[config.mk]
export PLATFORM = sky130hd
export DESIGN_NAME = fir_sample_feeder
export DESIGN_NICKNAME = d
export VERILOG_FILES = /design/src/rtl/fir_pkg.sv /design/src/rtl/sync_fifo.sv /design/src/rtl/fir_sample_feeder.sv
export SDC_FILE = /design/constraint.sdc
export NUM_CORES = 1
export LEC_CHECK = 0
export CORE_MARGIN = 2
export CORE_UTILIZATION = 57
export CTS_BUF_LIST = sky130_fd_sc_hd__clkbuf_16
export DETAILED_ROUTE_END_ITERATION = 10
export PLACE_DENSITY_LB_ADDON = 0.2
export SLEW_MARGIN = 10
export SYNTH_ARGS = -nofsm -noshare
export SYNTH_HDL_FRONTEND = slang
export SYNTH_SLANG_ARGS = --single-unit
[constraint.sdc]
create_clock -name iClk_12M -period 4.6 [get_ports iClk_12M]
set_input_delay 0.69 -clock iClk_12M [delete_from_list [all_inputs] [get_ports iClk_12M]]
set_output_delay 0.69 -clock iClk_12M [all_outputs]
set_load 0.02 [all_outputs]
[src/rtl/fir_pkg.sv]
// Shared constants and the signed sample type for the FIR datapath.
package fir_pkg;

  localparam int FIR_IN_W         = 3;
  localparam int FIR_COEFF_W      = 16;
  localparam int FIR_NUM_TAPS     = 10;
  localparam int FIR_CLK_DIV_300K = 40;

  typedef logic signed [FIR_IN_W-1:0] fir_sample_t;

endpackage

[src/rtl/sync_fifo.sv]
// Small synchronous FIFO with an occupancy counter; push-when-full and
// pop-when-empty are ignored so the pointers never run past each other.
module sync_fifo
  import fir_pkg::*;
#(
  parameter int DW    = FIR_IN_W,
  parameter int DEPTH = 4
) (
  input  logic                       clk,
  input  logic                       rst,
  input  logic                       push,
  input  logic [DW-1:0]              push_data,
  input  logic                       pop,
  output logic [DW-1:0]              head,
  output logic                       full,
  output logic                       empty,
  output logic [$clog2(DEPTH+1)-1:0] level
);

  localparam int AW = $clog2(DEPTH);
  localparam int LW = $clog2(DEPTH+1);

  logic [DW-1:0] mem [DEPTH];
  logic [AW-1:0] wr_ptr;
  logic [AW-1:0] rd_ptr;
  logic          do_push;
  logic          do_pop;

  assign full    = (level == LW'(DEPTH));
  assign empty   = (level == '0);
  assign do_push = push && !full;
  assign do_pop  = pop && !empty;
  assign head    = mem[rd_ptr];

  // NOTE: sequential state uses non-blocking assignments so every register
  // samples pre-edge values regardless of statement order.
  always_ff @(posedge clk) begin
    if (rst) begin
      wr_ptr <= '0;
      rd_ptr <= '0;
      level  <= '0;
    end else begin
      if (do_push) wr_ptr <= wr_ptr + AW'(1);
      if (do_pop)  rd_ptr <= rd_ptr + AW'(1);
      case ({do_push, do_pop})
        2'b10:   level <= level + LW'(1);
        2'b01:   level <= level - LW'(1);
        default: level <= level;
      endcase
    end
  end

  // NOTE: storage is deliberately not reset; an entry is only ever read after
  // it has been written, and leaving it out keeps the array a plain RAM.
  always_ff @(posedge clk) begin
    if (do_push) mem[wr_ptr] <= push_data;
  end

endmodule

[src/rtl/fir_sample_feeder.sv]
// Producer end of the FIR sample interface: FIFO-buffers upstream samples and
// presents one per 300 kHz strobe. Define FIR_FEEDER_UNDERRUN_STALL_EN to stall
// (no accumulate, hold sample) instead of inserting zero on an empty strobe.
module fir_sample_feeder
  import fir_pkg::*;
#(
  parameter int CLK_DIV = FIR_CLK_DIV_300K,
  parameter int DEPTH   = 4,
  parameter int DW      = FIR_IN_W
) (
  input  logic                       iClk_12M,
  input  logic                       iRst,
  input  logic                       iInValid,
  input  logic signed [DW-1:0]       iInData,
  output logic                       oInReady,
  input  logic                       iClrUnderrun,
  output logic                       oEnSample_300k,
  output logic                       oEnAcc,
  output logic signed [DW-1:0]       oFirIn,
  output logic [$clog2(DEPTH+1)-1:0] oLevel,
  output logic                       oUnderrun
);

  localparam int CW = $clog2(CLK_DIV);

  logic [CW-1:0] div_cnt;
  logic          tick;
  logic          fifo_full;
  logic          fifo_empty;
  logic [DW-1:0] fifo_head;

  assign tick     = (div_cnt == CW'(CLK_DIV - 1));
  assign oInReady = !fifo_full;

  always_ff @(posedge iClk_12M) begin
    if (iRst)      div_cnt <= '0;
    else if (tick) div_cnt <= '0;
    else           div_cnt <= div_cnt + CW'(1);
  end

  // The tick pops the head; a push in the same edge lands behind it, so an
  // empty-FIFO tick never sees the sample arriving alongside it.
  sync_fifo #(
    .DW    (DW),
    .DEPTH (DEPTH)
  ) u_fifo (
    .clk       (iClk_12M),
    .rst       (iRst),
    .push      (iInValid && oInReady),
    .push_data (iInData),
    .pop       (tick),
    .head      (fifo_head),
    .full      (fifo_full),
    .empty     (fifo_empty),
    .level     (oLevel)
  );

  always_ff @(posedge iClk_12M) begin
    if (iRst) begin
      oEnSample_300k <= 1'b0;
      oEnAcc         <= 1'b0;
      oFirIn         <= '0;
      oUnderrun      <= 1'b0;
    end else begin
      oEnSample_300k <= tick;
      oEnAcc         <= 1'b0;
      if (tick && !fifo_empty) begin
        oFirIn <= fifo_head;
        oEnAcc <= 1'b1;
      end else if (tick) begin
`ifdef FIR_FEEDER_UNDERRUN_STALL_EN
        oEnAcc <= 1'b0;
`else
        oFirIn <= '0;
        oEnAcc <= 1'b1;
`endif
      end
      // A new underrun outranks a clear arriving on the same edge.
      if (tick && fifo_empty) oUnderrun <= 1'b1;
      else if (iClrUnderrun)  oUnderrun <= 1'b0;
    end
  end

endmodule
== After elaboration in Yosys (flattened, before gate mapping) ==
Memories as Yosys holds them, arrays and structs flattened. A register that Yosys moved wholly into a read port is not among the register bits.
Index checks and enable logic that the tools add are counted.

* Register bits: 19
* RAM bits: 12
* Input port bits: 7
* Output and inout bits: 10
* Memories kept: 1

* $add $sub $neg: 5
* Eq/ne operators: 4
* Multiplexer cells: 11
* Reduce and logical (&&, ||, !) cells: 11

{| class="wikitable"
|+ Memories
! memory !! depth !! width !! read ports !! clocked after Yosys merged registers in !! wr ports !! RTL line !! text
|-
| u_fifo.mem || 4 || 3 || 1 || 1 || 1 || sync_fifo.sv:23 || <nowiki>logic [DW-1:0] mem [DEPTH];</nowiki>
|}

{| class="wikitable"
|+ Operators with widths
! operator !! number
|-
| adder 6 x 1 -> 6 bit (second input constant) || 1
|-
| equality test 6 bit (second input constant) || 1
|-
| 2-to-1 mux 1 bit || 6
|-
| 2-to-1 mux 3 bit || 2
|-
| case mux 3 bit (2 select lines) || 1
|-
| nonzero test 2 bit || 3
|-
| adder 2 x 1 -> 2 bit (second input constant) || 2
|-
| logical AND 1 bit || 4
|-
| 2-to-1 mux 2 bit || 2
|-
| adder 3 x 1 -> 3 bit (second input constant) || 1
|-
| equality test 3 bit (second input constant) || 1
|-
| logical NOT 3 bit || 1
|-
| subtractor 3 x 1 -> 3 bit (second input constant) || 1
|-
| equality test 2 x 1 -> 1 bit (second input constant) || 1
|-
| equality test 2 bit (second input constant) || 1
|-
| logical NOT 1 bit || 2
|-
| OR reduction 2 bit || 1
|}

== Depth between registers and ports, before layout ==
* Depth after elaboration: 6
* Depth in mapped cells: 9

== Modules after synthesis ==
A second synthesis with hierarchy kept.

* Cell total of the unflattened synthesis: 119
* Area total of the unflattened synthesis: 1381.3 um2

{| class="wikitable"
|+ By module, submodules not included
! module !! times used !! cells each !! area an instance (um2) !! seq. area each (um2)
|-
| sync_fifo || 1 || 69 || 908.4 || 540.5
|-
| fir_sample_feeder || 1 || 50 || 473.0 || 240.2
|}

== Least setup slack after synthesis ==
OpenSTA, ideal clock, no wires.

* Kind: register to register
* Start: register u_fifo.level[2]
* End: register u_fifo.level[2]
* Setup time: 0.071 ns
* Arrival time: 2.245 ns
* Path slack: 2.284 ns
* Cell stages (with the launch flop): 10
* Path buffers: 1
* Period minus slack after synthesis: 2.316 ns
* Cell sequence: dfxtp_1 > or3b_1 > buf_2 > nand2_1 > ha_1 > inv_1 > fa_1 > xor2_1 > or3_1 > a21oi_1

* Cells in the longest elaborated chain, start to end: 6

{| class="wikitable"
|+ RTL lines
! what !! RTL line !! text
|-
| start, declared || sync_fifo.sv:17 || <nowiki>output logic [$clog2(DEPTH+1)-1:0] level</nowiki>
|-
| start signal, assigned || sync_fifo.sv:46 || <nowiki>2'b10: level <= level + LW'(1);</nowiki>
|-
| start signal, assigned || sync_fifo.sv:47 || <nowiki>2'b01: level <= level - LW'(1);</nowiki>
|-
| start signal, assigned || sync_fifo.sv:48 || <nowiki>default: level <= level;</nowiki>
|-
| equality test 3 bit (*) || sync_fifo.sv:29 || <nowiki>assign full = (level == LW'(DEPTH));</nowiki>
|-
| logical NOT 1 bit (*) || fir_sample_feeder.sv:33 || <nowiki>assign oInReady = !fifo_full;</nowiki>
|-
| named net oInReady || fir_sample_feeder.sv:15 || <nowiki>output logic oInReady,</nowiki>
|-
| logical AND 1 bit || fir_sample_feeder.sv:49 || <nowiki>.push (iInValid && oInReady),</nowiki>
|-
| logical AND 1 bit (*) || sync_fifo.sv:31 || <nowiki>assign do_push = push && !full;</nowiki>
|-
| equality test 2 x 1 -> 1 bit / equality test 2 bit (equally long branches) || sync_fifo.sv:45 || <nowiki>case ({do_push, do_pop})</nowiki>
|-
| case mux 3 bit (2 select lines) / nonzero test 2 bit (equally long branches) || - ||
|}

Mark *: on every way through the listed nets, which the timed path passes. The rest lies on a longest branch.
A chain may end at the register's enable or synchronous reset.

== Worst setup path after layout ==
* Start: register u_fifo.level[2]
* End: output port oInReady

* Cells in the longest elaborated chain, start to end: 2

{| class="wikitable"
|+ RTL lines
! what !! RTL line
|-
| equality test 3 bit || sync_fifo.sv:29
|-
| logical NOT 1 bit || fir_sample_feeder.sv:33
|-
| end, declared || fir_sample_feeder.sv:15
|}

Every way passes these cells.

==> reports/qor.csv <==
stage,metric,value,unit
status,status,completed,
power,powerDensity,391.2,mW/mm2
synthesis,synth-seq-area-share,0.5619,
power,p_leak,0.6056,nW
synthesis,ys_async_sr_fraction,0,
finish,drive_above_1_share,0.1000,
job,cap_violations,0,
setup_path,crit_path_end_kind,output port,
timing,slew_violations,0,
clock_network,cts_sinks,32,
clock_network,htreeDepth,2,
clock_network,cts_buffers,5,
detailed_routing,routed_via_density,5.880,
detailed_routing,wl_per_cell,14.58,um
floorplan,coreArea,0.002233,mm2
synthesis,synth.net_count,124,
clock_network,clock-root-buffer,clkbuf_16,
synthesis,ys_warn_count,0,
setup_path,cp.required,3.91,ns
finish,syn2layout_area_growth,23.01,%
synthesis,synthCells,110,
detailed_routing,drt_first_pass_iters,4,
global_routing,grt_pass1_vias,913,
global_routing,antenna_found_initial,0,
placed_design,numPortBuffers,16,
detailed_routing,drt_iter0_drc,31,
clock_network,ctsLongestPathBuffers,2,
timing,clock.fmax,403.8,MHz
synthesis,syn_area_per_cell,12.31,um2
finish,fin_util,0.7457,
setup_path,path_max_fanout,10,
floorplan,ios,17,
timing,fin_crit,2.477,ns
synthesis,syn_area,0.001354,mm2
placed_design,gp_congestion,0.6932,
placed_design,hpwlAfterDp,1587,um
power,p_sw,0.0001342,W
clock_network,ctsResizeCount,0,
synthesis,yosysUniqueCellTypes,34,
floorplan,die_h,52.74,um
timing,final-setup-viol-count,0,
global_routing,grt_start_max_net_pins,17,
setup_path,startpoint_type,flop,
floorplan,row_count,17,
floorplan,start_util,0.6062,
power,combPwrFrac,0.064,
floorplan,die_width,52.74,um
power,swShare,0.2060,
power,vdd_drop_max,273.6,uV
clock_network,clock_latency,0.27,ns
synthesis,ys.flop_type,dfxtp_1,
finish,layout.nets,143,
global_routing,grt_first_pass_wirelength,3960,um
clock_network,cts_tree,done,
detailed_routing,remaining_drc_errors,0,
global_routing,overflow,0,
timing,report.final.hold_viol_count,0,
timing,rsz0062_at_grt,false,
clock_network,clkTransAtPathRegs,0.05,ns
synthesis,ys_seq_elements,32,
setup_path,crit_arrival,1.79,ns
timing,period_share,0.5384,
detailed_routing,routed_wl,2304,um
detailed_routing,ant_nets,0,
synthesis,synth_edf_count,12,
timing,fin_skew,0.001887,ns
power,clkPwrFrac,0.457,
floorplan,die-area,0.002781,mm2
timing,slew-limit-headroom,0.6018,
power,intPower,0.0005172,W
global_routing,grt_use_total,0.2020,
detailed_routing,num_vias,929,
power,p_seq_frac,0.479,
clock_network,cts_setup_buffers,0,
timing,fin_tns_setup,0,ns
finish,diodes,0,
timing,worst_pin_slew,0.5955,ns
power,total_power,0.0006514,W
worst_hold_path,hold_class,reg -> reg,
clock_network,holdBufCountCts,0,
setup_path,worstSetupPathType,reg -> out,
## synthesized netlist by cell type, types with 3 or more instances
master / count / area [um2]
dfxtp_1: 20 / 400.4
edfxtp_1: 12 / 360.4
nor2_1: 8 / 30.03
inv_1: 7 / 26.28
ha_1: 6 / 75.07
a21oi_1: 5 / 25.02
and3_1: 5 / 31.28
nand3_1: 5 / 25.02
xor2_1: 4 / 35.03
a32o_1: 3 / 30.03
mux4_2: 3 / 67.56
nor3_1: 3 / 15.01
## final cells by class
cell class	count	area, um2
Tap cell	28	35.03
Multi-Input combinational cell	67	546.8
Timing Repair Buffer	16	160.2
Sequential cell	32	760.7
Fill cell	155	568.0
Inverter	7	26.28
Clock buffer	5	125.1
Clock inverter	3	11.26
## metal layers
| layer | wire (um) | part of all wire | global-route usage |
|---|---|---|---|
| met4 | 42 | 0.018 | 0.1068 |
| met5 | 0 | 0 | 0 |
| met1 | 1020 | 0.44 | 0.2462 |
| met2 | 1131 | 0.49 | 0.3146 |
| met3 | 110 | 0.048 | 0.06857 |
## power groups by stage
stage / sequential [W] / clock, W / combinational [W]
3_5_place_dp: 0.000317 / 0 / 0.0000412
4_1_cts: 0.000312 / 0.000303 / 0.0000422
5_1_grt: 0.000313 / 0.000315 / 0.0000474
6_report: 0.000312 / 0.000298 / 0.0000419
2_1_floorplan: 0.000318 / 0 / 0.0000232
3_3_place_gp: 0.000317 / 0 / 0.0000396
## final timing paths
path	start	endpoint	slack [ns]	depth (start not counted)
max	u_fifo.level[2]$_SDFFE_PP0P_	oInReady	2.12	2
min reg2reg	div_cnt[0]$_SDFF_PP0_	div_cnt[0]$_SDFF_PP0_	0.49	1
min	div_cnt[0]$_SDFF_PP0_	div_cnt[0]$_SDFF_PP0_	0.49	1
max reg2reg	div_cnt[0]$_SDFF_PP0_	u_fifo.level[2]$_SDFFE_PP0P_	2.17	9
## layout by cell type (no fill, tap or decap), types with 2 or more instances in the layout
cell	instances
a21o_1	2
a21oi_1	5
a32o_1	3
and3_1	5
clkbuf_16	5
clkdlybuf4s50_1	16
clkinv_1	2
dfxtp_1	20
edfxtp_1	12
ha_1	6
inv_1	8
mux2_2	2
mux4_2	3
nand2_1	2
nand3_1	5
nor2_1	8
nor2b_1	2
nor3_1	3
o21ai_0	2
o31ai_1	2
or3_1	2
xor2_1	4
## cells by family after synthesis
family	after synthesis	synth area share
flops	32	0.5619
fa+ha+maj	7	0.07024
xor+xnor	5	0.03235
mux	5	0.06654
buf+inv	11	0.03419
compound gates	16	0.08133
simple gates	34	0.1534
## worst max-delay path, cell delays in order (launching register included)
cell and delay [ns]:
dfxtp_1 0.42, or3b_1 0.51, clkdlybuf4s50_1 0.59
## metrics by stage
stage | std cells | setup WS (ns) | hold slack (ns) | cell area (um2)
after floorplan | 110 | 2.284 | 0.4529 | 1354
after global placement | 150 | 2.043 | 0.4621 | 1529
after detailed placement | 150 | 1.965 | 0.4857 | 1529
after CTS | 158 | 2.127 | 0.4934 | 1665
after global routing | 158 | 1.997 | 0.5015 | 1665
final | 158 | 2.123 | 0.4913 | 1665
## registers in the layout, indices dropped and copies added (netlist names), named ones only
| name | flops |
|---|---|
| oUnderrun | 1 |
| oFirIn | 3 |
| oEnSample_300k | 1 |
| u_fifo.level | 3 |
| div_cnt | 6 |
| u_fifo.rd_ptr | 2 |
| u_fifo.mem | 12 |
| u_fifo.wr_ptr | 2 |
(Power assumes the default switching activity.)
